--- src/rtl/axis_frame_seq_pkg.sv ---
// Shared types, defaults and header legality rule for the AXI-Stream frame sequencer.
// The optional early-tlast check is enabled with the AXIS_FRAME_SEQ_LAST_CHECK_EN macro in the top.
package axis_frame_seq_pkg;

  localparam int unsigned DIM_W_DEF  = 13;
  localparam int unsigned DATA_W_DEF = 24;

  typedef enum logic [2:0] {
    IDLE   = 3'd0,
    HDR_X  = 3'd1,
    HDR_Y  = 3'd2,
    STREAM = 3'd3,
    DONE   = 3'd4,
    ERR    = 3'd5
  } seq_state_e;

  // A header is legal when both dimensions are non-zero and within their limits.
  function automatic logic hdr_legal(input int unsigned x, input int unsigned y,
                                     input int unsigned xmax, input int unsigned ymax);
    return (x != 0) && (y != 0) && (x <= xmax) && (y <= ymax);
  endfunction

endpackage

--- src/rtl/axis_frame_xy_counter.sv ---
// Raster x/y position counter: x wraps at xsize-1 and carries into y.
// Exposes start-of-frame, end-of-line and end-of-frame flags for the current position.
module axis_frame_xy_counter
  import axis_frame_seq_pkg::*;
#(
  parameter int unsigned DIM_W = DIM_W_DEF
) (
  input  logic             clk_i,
  input  logic             rst_n_i,
  input  logic             clear_i,
  input  logic             advance_i,
  input  logic [DIM_W-1:0] xsize_i,
  input  logic [DIM_W-1:0] ysize_i,
  output logic             sof_o,
  output logic             eol_o,
  output logic             eof_o
);

  logic [DIM_W-1:0] x_cnt_q, x_cnt_d;
  logic [DIM_W-1:0] y_cnt_q, y_cnt_d;

  assign sof_o = (x_cnt_q == '0) && (y_cnt_q == '0);
  assign eol_o = (x_cnt_q == xsize_i - DIM_W'(1));
  assign eof_o = eol_o && (y_cnt_q == ysize_i - DIM_W'(1));

  always_comb begin
    x_cnt_d = x_cnt_q;
    y_cnt_d = y_cnt_q;
    if (clear_i) begin
      x_cnt_d = '0;
      y_cnt_d = '0;
    end else if (advance_i) begin
      if (eol_o) begin
        x_cnt_d = '0;
        y_cnt_d = y_cnt_q + DIM_W'(1);
      end else begin
        x_cnt_d = x_cnt_q + DIM_W'(1);
      end
    end
  end

  always_ff @(posedge clk_i) begin
    if (!rst_n_i) begin
      x_cnt_q <= '0;
      y_cnt_q <= '0;
    end else begin
      x_cnt_q <= x_cnt_d;
      y_cnt_q <= y_cnt_d;
    end
  end

endmodule

--- src/rtl/axis_frame_sequencer.sv ---
// Strips and validates the Xsize/Ysize header of a framed stream and forwards pixels with tuser/tlast.
// Optional: AXIS_FRAME_SEQ_LAST_CHECK_EN makes an early upstream tlast terminate the frame as an error.
module axis_frame_sequencer
  import axis_frame_seq_pkg::*;
#(
  parameter int unsigned XSIZE_MAX = 512,
  parameter int unsigned YSIZE_MAX = 512,
  parameter int unsigned DATA_W    = DATA_W_DEF,
  parameter int unsigned DIM_W     = DIM_W_DEF
) (
  input  logic              clk_i,
  input  logic              rst_n_i,
  input  logic              enable_i,
  input  logic              tvalid_i,
  output logic              tready_o,
  input  logic              tlast_i,
  input  logic [DATA_W-1:0] tdata_i,
  output logic              tvalid_o,
  input  logic              tready_i,
  output logic              tlast_o,
  output logic              tuser_o,
  output logic [DATA_W-1:0] tdata_o,
  output logic [DIM_W-1:0]  xsize_o,
  output logic [DIM_W-1:0]  ysize_o,
  output logic              busy_o,
  output logic              frame_done_o,
  output logic              hdr_err_o,
  output seq_state_e        state_o
);

  // Handshake: a beat transfers on any cycle where valid && ready are both high.
  // In STREAM, tvalid_o follows tvalid_i and tready_o follows tready_i; neither
  // output depends on the other, so no combinational ready->valid path exists.

  seq_state_e       state_q, state_d;
  logic [DIM_W-1:0] xsize_q, xsize_d;
  logic [DIM_W-1:0] ysize_q, ysize_d;

  logic in_beat;
  logic out_beat;
  logic hdr_ok;
  logic sof, eol, eof;
  logic early_last;

  assign in_beat  = tvalid_i && tready_o;
  assign out_beat = (state_q == STREAM) && tvalid_i && tready_i;
  assign hdr_ok   = hdr_legal(32'(xsize_q), 32'(tdata_i[DIM_W-1:0]), XSIZE_MAX, YSIZE_MAX);

`ifdef AXIS_FRAME_SEQ_LAST_CHECK_EN
  assign early_last = tlast_i && !eof;
`else
  logic unused_tlast;
  assign unused_tlast = tlast_i;
  assign early_last   = 1'b0;
`endif

  axis_frame_xy_counter #(
    .DIM_W (DIM_W)
  ) u_xy_counter (
    .clk_i     (clk_i),
    .rst_n_i   (rst_n_i),
    .clear_i   (state_q != STREAM),
    .advance_i (out_beat),
    .xsize_i   (xsize_q),
    .ysize_i   (ysize_q),
    .sof_o     (sof),
    .eol_o     (eol),
    .eof_o     (eof)
  );

  always_ff @(posedge clk_i) begin
    if (!rst_n_i) begin
      state_q <= IDLE;
      xsize_q <= '0;
      ysize_q <= '0;
    end else begin
      state_q <= state_d;
      xsize_q <= xsize_d;
      ysize_q <= ysize_d;
    end
  end

  always_comb begin
    state_d = state_q;
    xsize_d = xsize_q;
    ysize_d = ysize_q;
    unique case (state_q)
      IDLE: begin
        if (enable_i) state_d = HDR_X;
      end
      HDR_X: begin
        if (in_beat) begin
          xsize_d = tdata_i[DIM_W-1:0];
          state_d = HDR_Y;
        end
      end
      HDR_Y: begin
        if (in_beat) begin
          ysize_d = tdata_i[DIM_W-1:0];
          state_d = hdr_ok ? STREAM : ERR;
        end
      end
      STREAM: begin
        if (out_beat) begin
          if (eof)             state_d = DONE;
          else if (early_last) state_d = ERR;
        end
      end
      DONE:    state_d = IDLE;
      ERR:     state_d = IDLE;
      default: state_d = IDLE;
    endcase
  end

  always_comb begin
    tready_o     = 1'b0;
    tvalid_o     = 1'b0;
    tdata_o      = '0;
    tlast_o      = 1'b0;
    tuser_o      = 1'b0;
    busy_o       = (state_q != IDLE);
    frame_done_o = (state_q == DONE);
    hdr_err_o    = (state_q == ERR);
    case (state_q)
      HDR_X, HDR_Y: tready_o = 1'b1;
      STREAM: begin
        tvalid_o = tvalid_i;
        tready_o = tready_i;
        tdata_o  = tdata_i;
        tlast_o  = eol || early_last;
        tuser_o  = sof;
      end
      default: ;
    endcase
  end

  assign xsize_o = xsize_q;
  assign ysize_o = ysize_q;
  assign state_o = state_q;

endmodule

--- config.mk ---
export PLATFORM = sky130hd
export DESIGN_NAME = axis_frame_sequencer
export DESIGN_NICKNAME = d
export VERILOG_FILES = /design/src/rtl/axis_frame_seq_pkg.sv /design/src/rtl/axis_frame_xy_counter.sv /design/src/rtl/axis_frame_sequencer.sv
export SDC_FILE = /design/constraint.sdc
export NUM_CORES = 1
export LEC_CHECK = 0
export ABC_AREA = 1
export BUFFER_PORTS_ARGS = -buffer_cell sky130_fd_sc_hd__buf_2
export CORE_ASPECT_RATIO = 1.2
export CORE_MARGIN = 2
export CORE_UTILIZATION = 59
export DETAILED_ROUTE_END_ITERATION = 7
export MAX_ROUTING_LAYER = met4
export PLACE_DENSITY = 0.86
export SYNTH_ARGS = -nofsm -noshare
export SYNTH_HDL_FRONTEND = slang
export SYNTH_SLANG_ARGS = --single-unit
--- constraint.sdc ---
create_clock -name clk_i -period 5.57 [get_ports clk_i]
set_input_delay 0.2785 -clock clk_i [delete_from_list [all_inputs] [get_ports clk_i]]
set_output_delay 0.2785 -clock clk_i [all_outputs]
set_load 0.05 [all_outputs]
==> results.md <==
- Period utilization: 0.514
- CP required: 5.29 ns
- Fmax: 349 MHz
- CP delay by family, top: simple AND/OR/NAND/NOR gates
- Number of clock sinks: 55
- Number of fill cells: 600
- Row cnt: 32
- Area of the core: 6330 um^2
- Post-route ant nets: 0
- Antenna diodes: 0
- Tightest Hold Check Type: in2reg
- Setup Viol. Count Final: 0
- Vias after detailed routing: 4,165
- Clock buffer depth: 2
- Net Count, Synth: 653
- Synthesized area: 3820 um^2
- IO Count: 90
- Final setup TNS: 0 ns
- Chip width: 77.4 um
- Total overflow reported by the global router: 0
- Crit-path cells: inv_1 > ha_1 > inv_1 > nand2_1 > nand2_1 > nor2_1 > nand2_1 > nor2_1 > nand3_1 > nor3_4 > nand3_1 > nor2_1 > buf_2
- Clock Latency Late Sink: 0.32 ns
- Via density per instance: 5.31
- Die area: 7130 um^2
- Worst reg2reg setup slack: 2.77 ns
- VDD IR max: 0.000462 V
- DP HPWL: 8.19 mm
- Wire per inst: 13.4 um
- H-tree levels: 2
- Mux share of post-synthesis cell area: 0
- Syn Area/Cell: 6.19 um^2
- Synth Area in Compound Gates: 0.126
- CP max-delay cell: dfxtp_1
- Initial antenna violation count: 0
- Slowest cell delay on critical path: 0.44 ns
- Area Overhead vs Synth: 15.5%
- CTS tree: done
- Wire length of the first global-routing pass: 16.9 mm
- Synth warn: 0
- Post-synthesis xor/xnor area fraction: 0.0642
- Status: completed
- Cts hold-fix bufs: 0
- Share of cells above drive strength 1: 0.180
- Cts bufs inserted: 5
- Total track usage: 0.299
- RSZ-0062 raised after global routing: false
- Clk root buf: clkbuf_8
- FF+latch count, synth: 55
- PD cells: 435 nW/um^2
- Worst Path Max Fanout: 4
- IO Port Bufs: 88
- Setup bufs post-CTS: 0
- Multi-input gate area in the final layout: 2280 um^2
- Final min period: 2.86 ns
- Final net count: 734
- Routed wire length: 10.5 mm
- Layout Skew: 0.0131 ns
- Leakage: 2.18 nW
- Largest net degree at the start of global routing: 32
- Synth Area in Simple Gates: 0.384
- Main combinational cell family by area after synthesis: simple AND/OR/NAND/NOR gates
- Slew headroom: 0.297
- Cell variety after synth: 36
- Setup crit end kind: output pin
- Crit path buf inv count: 3
- Setup Crit Path Kind: reg2out
- Fraction of the mapped netlist area in adder cells: 0.0197
- Clock slew at reported path FFs: 0.11 ns
- # Max-Cap Violations: 0
- CP Launch Type: register
- Fin. Hold Viols: 0
- Die Span Y: 92.1 um
- Measured slew at the worst slew-check pin: 1.05 ns
- Final Util: 0.697
- Residual DRC: 0
- First-pass DRT Iterations: 5
- Reg area: 1100 um^2
- Register area share after synthesis: 0.288
- PostCTS Resize Cnt: 0
- Slew Viols, Final: 0
- Initial DRC Count: 247
- Number of global-route vias before repair: 3,706
- Gp weighted congestion: 0.982
- Initial Utilization: 0.603
- Cells after Synth: 617
- CP arrival: 2.59 ns
## cell usage after synthesis
master	number	area share
nand2_1	138	0.14
inv_1	95	0.093
nor2_1	81	0.080
dfxtp_1	55	0.29
a21oi_1	47	0.062
nand3_1	39	0.051
o21ai_0	34	0.045
nor3_1	18	0.024
xor2_1	16	0.037
xnor2_1	12	0.028
clkbuf_1	11	0.011
inv_2	8	0.0079
nand4_1	8	0.013
nor4_1	7	0.011
ha_1	6	0.020
nand3b_1	6	0.012
nor2_2	6	0.0098
nand3_2	4	0.010
nor3_4	3	0.013
or2_2	3	0.0049
a211oi_1	2	0.0039
nor2_4	2	0.0059
o2111ai_1	2	0.0046
o21ai_1	2	0.0026
a31oi_1	1	0.0016
and2_1	1	0.0016
buf_1	1	0.00098
buf_2	1	0.0013
buf_4	1	0.0020
clkinv_1	1	0.00098
nand2_2	1	0.0016
nand4_4	1	0.0056
nor3b_1	1	0.0020
nor4_2	1	0.0033
o211ai_1	1	0.0020
o21bai_4	1	0.0049
## stage by stage
stage                     std cells  hold slack, ns  area (um^2)  worst slack, ns  power [mW]
after floorplan                 617           0.427         3820             2.53        1.45
after global placement          776           0.506         4320             2.92        1.65
after detailed placement        776           0.503         4320             2.82        1.68
after CTS                       784           0.243         4410             2.72        1.91
after global routing            784           0.240         4410             2.48        2.06
final                           784           0.242         4410             2.71        1.92
## cells by family (layout without fill, tap and decap cells)
logic type	after synthesis	count (layout)
AND/OR/NAND/NOR	320	320
buffers and inverters	118	200
AO/OA/AOI/OAI	90	90
flip-flops	55	55
XOR/XNOR	28	28
adder cells (fa/ha/maj)	6	6
## layout by cell type (no fill, tap or decap), types with 16 or more instances in the layout
| cell | n |
|---|---|
| nand2_1 | 138 |
| inv_1 | 95 |
| buf_2 | 88 |
| nor2_1 | 81 |
| dfxtp_1 | 55 |
| a21oi_1 | 47 |
| nand3_1 | 39 |
| o21ai_0 | 34 |
| nor3_1 | 18 |
| xor2_1 | 16 |
## registers in the layout (all words and copies together), names as in the netlist
name	flops
state_o	3
u_xy_counter.x_cnt_q	13
u_xy_counter.y_cnt_q	13
xsize_o	13
ysize_o	13
## path summary, 6_finish.rpt
kind,startpoint,to,cells past startpoint
max reg2reg,state_o[1],u_xy_counter.x_cnt_q[10],9
min,tdata_i[10],xsize_o[10],3
min reg2reg,ysize_o[10],ysize_o[10],2
max,xsize_o[0],tlast_o,13
## cell type report
class | instances | share of cell area
Tap cell | 85 | 0.0241
Clock buffer | 5 | 0.0156
Multi-Input combinational cell | 444 | 0.516
Sequential cell | 55 | 0.250
Inverter | 104 | 0.0885
Clock inverter | 3 | 0.00568
Timing Repair Buffer | 88 | 0.0999
## per-layer routing
layer / wire length [um] / vias up / global-route usage
li1: - / 2130 / -
met1: 4400 / 1880 / 0.347
met2: 5410 / 138 / 0.532
met3: 475 / 17 / 0.0413
met4: 202 / 0 / 0.0923
met5: 0 / - / -
## report_power, final
group | internal (mW) | leakage (nW) | switching, mW | total [mW]
registers | 0.442 | 0.446 | 0.0842 | 0.526
clock network | 0.0904 | 0.0443 | 0.144 | 0.235
logic | 0.330 | 1.69 | 0.825 | 1.16
total | 0.863 | 2.18 | 1.05 | 1.92
## tightest hold or removal path: cells and delay by family
kind	cells	cell delay, ns
buffers and inverters	2	0.19
AOI/OAI and AO/OA	1	0.06
Power figures use the tool's default switching activity.
